## src/rtl/axis_bits_downsizer.sv

```systemverilog
// axis_bits_downsizer: splits wide stream beats into RATIO narrow subwords, LS subword first
module axis_bits_downsizer #(
  parameter int OUT_WIDTH = 32,
  parameter int RATIO     = 2,
  localparam int IN_WIDTH  = OUT_WIDTH * RATIO,
  localparam int CNT_WIDTH = $clog2(RATIO + 1),
  localparam int IDX_W     = $clog2(RATIO)
) (
  input  logic                 clk,
  input  logic                 rst_n,
  input  logic                 in_tvalid,
  output logic                 in_tready,
  input  logic [IN_WIDTH-1:0]  in_databits,
  input  logic [CNT_WIDTH-1:0] in_count,
  input  logic                 in_tlast,
  output logic                 out_tvalid,
  input  logic                 out_tready,
  output logic [OUT_WIDTH-1:0] out_databits,
  output logic                 out_tlast
);
  logic [IN_WIDTH-1:0]  buf_data_q, buf_data_d;
  logic [CNT_WIDTH-1:0] buf_cnt_q, buf_cnt_d;
  logic                 buf_valid_q, buf_valid_d;
  logic                 buf_last_q, buf_last_d;
  logic [IDX_W-1:0]     idx_q, idx_d;
  logic                 last_sub, accept, out_hs;
  logic [CNT_WIDTH-1:0] cnt_norm;

  assign last_sub     = CNT_WIDTH'(idx_q) == buf_cnt_q - CNT_WIDTH'(1);
  assign in_tready    = rst_n && (!buf_valid_q || (out_tready && last_sub));
  assign accept       = in_tvalid && in_tready;
  assign out_hs       = buf_valid_q && out_tready;
  assign cnt_norm     = (in_count == '0 || in_count > CNT_WIDTH'(RATIO)) ? CNT_WIDTH'(RATIO) : in_count;
  assign out_tvalid   = buf_valid_q;
  assign out_databits = buf_data_q[idx_q*OUT_WIDTH +: OUT_WIDTH];
  assign out_tlast    = buf_valid_q && buf_last_q && last_sub;

  // Advance through subwords on each output handshake; reload on accept, which may coincide with the last subword
  always_comb begin
    buf_data_d  = buf_data_q;
    buf_cnt_d   = buf_cnt_q;
    buf_last_d  = buf_last_q;
    buf_valid_d = buf_valid_q;
    idx_d       = idx_q;
    if (out_hs) begin
      buf_valid_d = !last_sub;
      idx_d       = last_sub ? '0 : idx_q + IDX_W'(1);
    end
    if (accept) begin
      buf_data_d  = in_databits;
      buf_cnt_d   = cnt_norm;
      buf_last_d  = in_tlast;
      buf_valid_d = 1'b1;
      idx_d       = '0;
    end
  end

  // Holding register state with asynchronous clear
  always_ff @(posedge clk or negedge rst_n) begin
    if (!rst_n) begin
      buf_data_q  <= '0;
      buf_cnt_q   <= CNT_WIDTH'(RATIO);
      buf_last_q  <= 1'b0;
      buf_valid_q <= 1'b0;
      idx_q       <= '0;
    end else begin
      buf_data_q  <= buf_data_d;
      buf_cnt_q   <= buf_cnt_d;
      buf_last_q  <= buf_last_d;
      buf_valid_q <= buf_valid_d;
      idx_q       <= idx_d;
    end
  end
endmodule

```

## config.mk

```make
export PLATFORM = sky130hd
export DESIGN_NAME = axis_bits_downsizer
export DESIGN_NICKNAME = d
export VERILOG_FILES = /design/src/rtl/axis_bits_downsizer.sv
export SDC_FILE = /design/constraint.sdc
export NUM_CORES = 1
export LEC_CHECK = 0
export BUFFER_PORTS_ARGS = -buffer_cell sky130_fd_sc_hd__buf_4
export CAP_MARGIN = 15
export CORE_MARGIN = 2
export CORE_UTILIZATION = 52
export CTS_BUF_LIST = sky130_fd_sc_hd__clkbuf_2 sky130_fd_sc_hd__clkbuf_4 sky130_fd_sc_hd__clkbuf_8
export DETAILED_ROUTE_END_ITERATION = 16
export PLACE_DENSITY = 0.83
export SETUP_SLACK_MARGIN = 0.05
export SYNTH_ARGS = -nofsm -noshare
export SYNTH_HDL_FRONTEND = slang
export SYNTH_SLANG_ARGS = --single-unit
export TNS_END_PERCENT = 5
```

## constraint.sdc

```tcl
create_clock -name clk -period 2.3 [get_ports clk]
set_clock_uncertainty 0.15 [all_clocks]
set_input_delay 0.23 -clock clk [delete_from_list [all_inputs] [get_ports clk]]
set_output_delay 0.23 -clock clk [all_outputs]
set_load 0.02 [all_outputs]
```

### After elaboration in Yosys (flattened, before gate mapping)

Index checks and enable logic that the tools add are counted.

| storage, ports and cells | value |
|---|---|
| bits in registers | 69 |
| bits of input ports | 71 |
| output and inout port bits | 35 |
| logic and storage cells | 28 |

| cells by class | value |
|---|---|
| $add $sub $neg | 2 |
| $lt $le $gt $ge | 1 |
| eq/ne operators | 1 |
| shift-type cells | 1 |
| multiplexer cells | 6 |
| reductions and logical operators | 12 |

Operators with widths:

| kind | count |
|---|---|
| 64-bit by 7-bit indexed part select with 32-bit output | 1 |
| 1-bit logical AND | 6 |
| 1-bit 2-to-1 mux | 5 |
| 1-bit by 2-bit equality test with 1-bit output | 1 |
| 2-bit greater-than comparator, second input constant | 1 |
| 1-bit zero test | 2 |
| 2-bit zero test | 1 |
| 1-bit logical OR | 2 |
| 2-bit 2-to-1 mux | 1 |
| 2-bit nonzero test | 1 |
| 2-bit by 1-bit subtractor with 2-bit output, second input constant | 1 |
| 1-bit adder, second input constant | 1 |

### Logic depth before layout (Yosys ltp)

| depth | value |
|---|---|
| depth after elaboration | 7 |
| gate-level depth with buffers | 6 |
| mapped depth without buffers | 3 |

### Least setup slack after synthesis

Ideal clock, no wire load.

| path | value |
|---|---|
| kind | reg-to-reg |
| start point | register buf_cnt_q[1] |
| end point | register buf_data_q[10] |
| arrival | 1.527 ns |
| data required time | 2.023 ns |
| path slack | 0.495 ns |
| stages on the path, launching flop included | 6 |
| buffers on the path | 2 |
| period minus slack after synthesis | 1.805 ns |
| cell sequence | dfstp_2 nand4b_2 a31oi_2 buf_6 buf_8 mux2_1 |

| between the ends | value |
|---|---|
| cells in the longest elaborated chain, start to end | 6 |

RTL lines:

| what | RTL line | source |
|---|---|---|
| start, declared | 22 | `logic [CNT_WIDTH-1:0] buf_cnt_q, buf_cnt_d;` |
| start signal, assigned | 62 | `buf_cnt_q <= CNT_WIDTH'(RATIO);` |
| start signal, assigned | 68 | `buf_cnt_q <= buf_cnt_d;` |
| 2-bit by 1-bit subtractor with 2-bit output | 29 | `assign last_sub = CNT_WIDTH'(idx_q) == buf_cnt_q - CNT_WIDTH'(1);` |
| 1-bit by 2-bit equality test with 1-bit output | 29 |  |
| 1-bit logical AND | 30 | `assign in_tready = rst_n && (!buf_valid_q \|\| (out_tready && last_sub));` |
| 1-bit logical OR | 30 |  |
| 1-bit logical AND | 30 |  |
| 1-bit logical AND | 31 | `assign accept = in_tvalid && in_tready;` |
| end signal, assigned | 67 | `buf_data_q <= buf_data_d;` |
| end, declared | 21 | `logic [IN_WIDTH-1:0] buf_data_q, buf_data_d;` |

No other way between the ends.
A chain may end at the register's enable or synchronous reset.

### Worst setup path in the final report

| path | value |
|---|---|
| start point | register idx_q |
| end point | output out_databits[11] |

| between the ends | value |
|---|---|
| cells in the longest elaborated chain, start to end | 1 |

RTL lines:

| what | RTL line | source |
|---|---|---|
| start, declared | 25 | `logic [IDX_W-1:0] idx_q, idx_d;` |
| start signal, assigned | 71 | `idx_q <= idx_d;` |
| 64-bit by 7-bit indexed part select with 32-bit output | 35 | `assign out_databits = buf_data_q[idx_q*OUT_WIDTH +: OUT_WIDTH];` |
| end, declared | 18 | `output logic [OUT_WIDTH-1:0] out_databits,` |

No other way between the ends.

==> metrics <==
Seq/Total Area, Yosys=56.6%; leakage power=2.17 nW; Slew Limit Fails=0; post-synthesis compound-gate area fraction=0.984%; Synth Area in Simple Gates=2.62%; CTS HTree Levels=3; Detail Route Antenna Nets=0; Clock Root Buffer=clkbuf_8; syn_nets=267; Final Util=84.7%; layout cells sized above 1=52.3%; total of max-cap violations=0; Comb pwr share=49.4%; Layout fillers=318; Sw Ratio=35.3%; status=completed; RePlAce Congestion=0.818; final hold violation count=0; CTS tree=done; clk slew on worst S/H paths=0.07 ns; DR iter-0 viols=81; Finished Layout Cells=447; Int Pwr=3.88 mW; # port buffers=105; detailed placement HPWL=4280 µm; R2R setup slack=0.42 ns; post-route setup TNS=0 ns; CP required=1.92 ns; DR DRC count=0; EDFF count, synth=0; final wirelength=7280 µm; largest net degree at the start of global routing=70; Num CTS Buffers=9; Synth cell types=22; clock insertion delay at the later pin of the skew report=0.34 ns; most frequent cell after synthesis=mux2_2; most frequent cells after synthesis=69 x mux2_2, 68 x dfrtp_1, 29 x mux2_1; Clock power frac=14.6%; GRT Util Overall=24.8%; first-pass GRT wire length=11800 µm; Worst Setup Start Kind=flip-flop; Syn Area/Cell=15.6 µm²; Worst EP arrival=1.71 ns; relative slew slack=44.0%; chip height=80.6 µm; hold slack=0.0436 ns; Setup Buffers After CTS=0; post-synthesis instance area=3050 µm²; dpl cells=367; Max Fclk=478 MHz; router iterations before antenna repair=4; NetSw=2.12 mW; largest cells by area after synthesis=dfrtp_1 56%, mux2_2 25%, mux2_1 11%; mux contribution to synthesized area=36.5%; clock sink count=69; Yosys reg bits=69; die span in x=80.6 µm; Synth top area share=55.7%; post-cts sizing count=0; P&R area growth vs syn=54.7%; deepest clock path buffer count=2; Worst Path Max Fanout=29; adder-cell share of the synthesized area=0%; peak supply drop=0.782 mV; crit share post-route=91.0%; largest family of logic cells by synthesized area=multiplexers; antenna violations before repair=0; diode count=0; RSZ-0062 raised after global routing=false; final setup fails=0; CP endpoint kind=output port; synthesized instance count=196; post-synthesis xor/xnor area fraction=0%; starting density of the core=54.8%; boundary pin count=106; worst min path class=input pin to flip-flop; Synth Flop Type=dfrtp_1; Warnings, synthesis=0; Worst Tran Pin Value=0.840 ns; # nets final=443; Core Area=5570 µm²; vias in the first global route=2531; fraction of registers with async set/reset=100%; Avg Vias per Cell=5.07; via count=2267; Power Density=1270 nW/µm²; WL/cell=16.3 µm; largest area contributor in the netlist=dfrtp_1; Reg power frac=36.0%; Period minus WS final=2.09 ns; Congestion Overflow GR=0; num rows=27; Die ar.=6500 µm²; WS Path Type=flip-flop to output port
==> what timing repair did <==
item	4_1_cts	5_1_grt
hold buffers	66	0
endpoints found under the hold margin	116	0
setup endpoints to repair	0	0
==> registers in the layout, indices dropped and copies added (netlist names) <==
| signal | flops |
|---|---|
| out_tvalid | 1 |
| buf_data_q | 64 |
| idx_q | 1 |
| buf_cnt_q | 2 |
| buf_last_q | 1 |
==> critical path, stage by stage (launching register included) <==
cell     delay, ns
dfrtp_1       0.40
buf_4         0.40
mux2_2        0.41
buf_4         0.17
==> cell type report <==
class	count	area [µm²]	area share, %
clock buffer	12	159	3.37
timing repair buffer	176	1500	31.7
sequential	69	1730	36.6
multi-input combinational	115	1230	26.1
clock inverter	2	10.0	0.212
inverter	1	3.75	0.0795
tap	72	90.1	1.91
==> metrics by stage <==
step | total power, mW | instance area [µm²] | setup slack [ns]
2_1_floorplan | 3.95 | 3050 | 0.495
3_3_place_gp | 4.90 | 3890 | 0.466
3_5_place_dp | 5.00 | 3890 | 0.423
4_1_cts | 5.97 | 4720 | 0.192
5_1_grt | 6.34 | 4720 | 0.125
6_report | 5.99 | 4720 | 0.207
==> power groups by stage <==
stage | sequential [mW] | clock (mW) | combinational [mW]
after global routing | 2.24 | 0.942 | 3.15
after floorplan | 2.05 | 0 | 1.89
after CTS | 2.15 | 0.880 | 2.94
after detailed placement | 2.16 | 0 | 2.84
final | 2.16 | 0.873 | 2.96
after global placement | 2.12 | 0 | 2.78
==> worst paths after layout <==
kind                                 from          endpoint  depth (start not counted)
setup / recovery                    idx_q  out_databits[11]                          3
hold / removal                in_count[1]      buf_cnt_q[1]                          3
setup reg to reg                    idx_q    buf_data_q[31]                          4
hold reg to reg            buf_data_q[55]    buf_data_q[55]                          1
max in group asynchronous           rst_n     buf_data_q[4]                          3
min in group asynchronous           rst_n    buf_data_q[29]                          3
==> kinds of logic after synthesis <==
family,after synthesis
buffers and inverters,12
AND/OR/NAND/NOR,12
multiplexers,99
AO/OA/AOI/OAI,4
flip-flops,69
==> layer usage <==
metal / up-vias / track usage [%] / routed length [µm]
li1: 1051 / - / -
met1: 1123 / 27.3 / 2810
met2: 74 / 44.3 / 3880
met3: 19 / 5.62 / 383
met4: 0 / 13.1 / 202
met5: - / 0 / 0
==> layout by cell type, fill, tap and decap left out, types with 2 or more instances in the layout <==
master	count
buf_4	109
mux2_2	69
dfrtp_1	68
dlygate4sd3_1	66
mux2_1	29
clkbuf_8	11
nand2_1	3
o21ai_0	2
nand3_1	2
clkinv_2	2
Power figures use the tool's default switching activity.
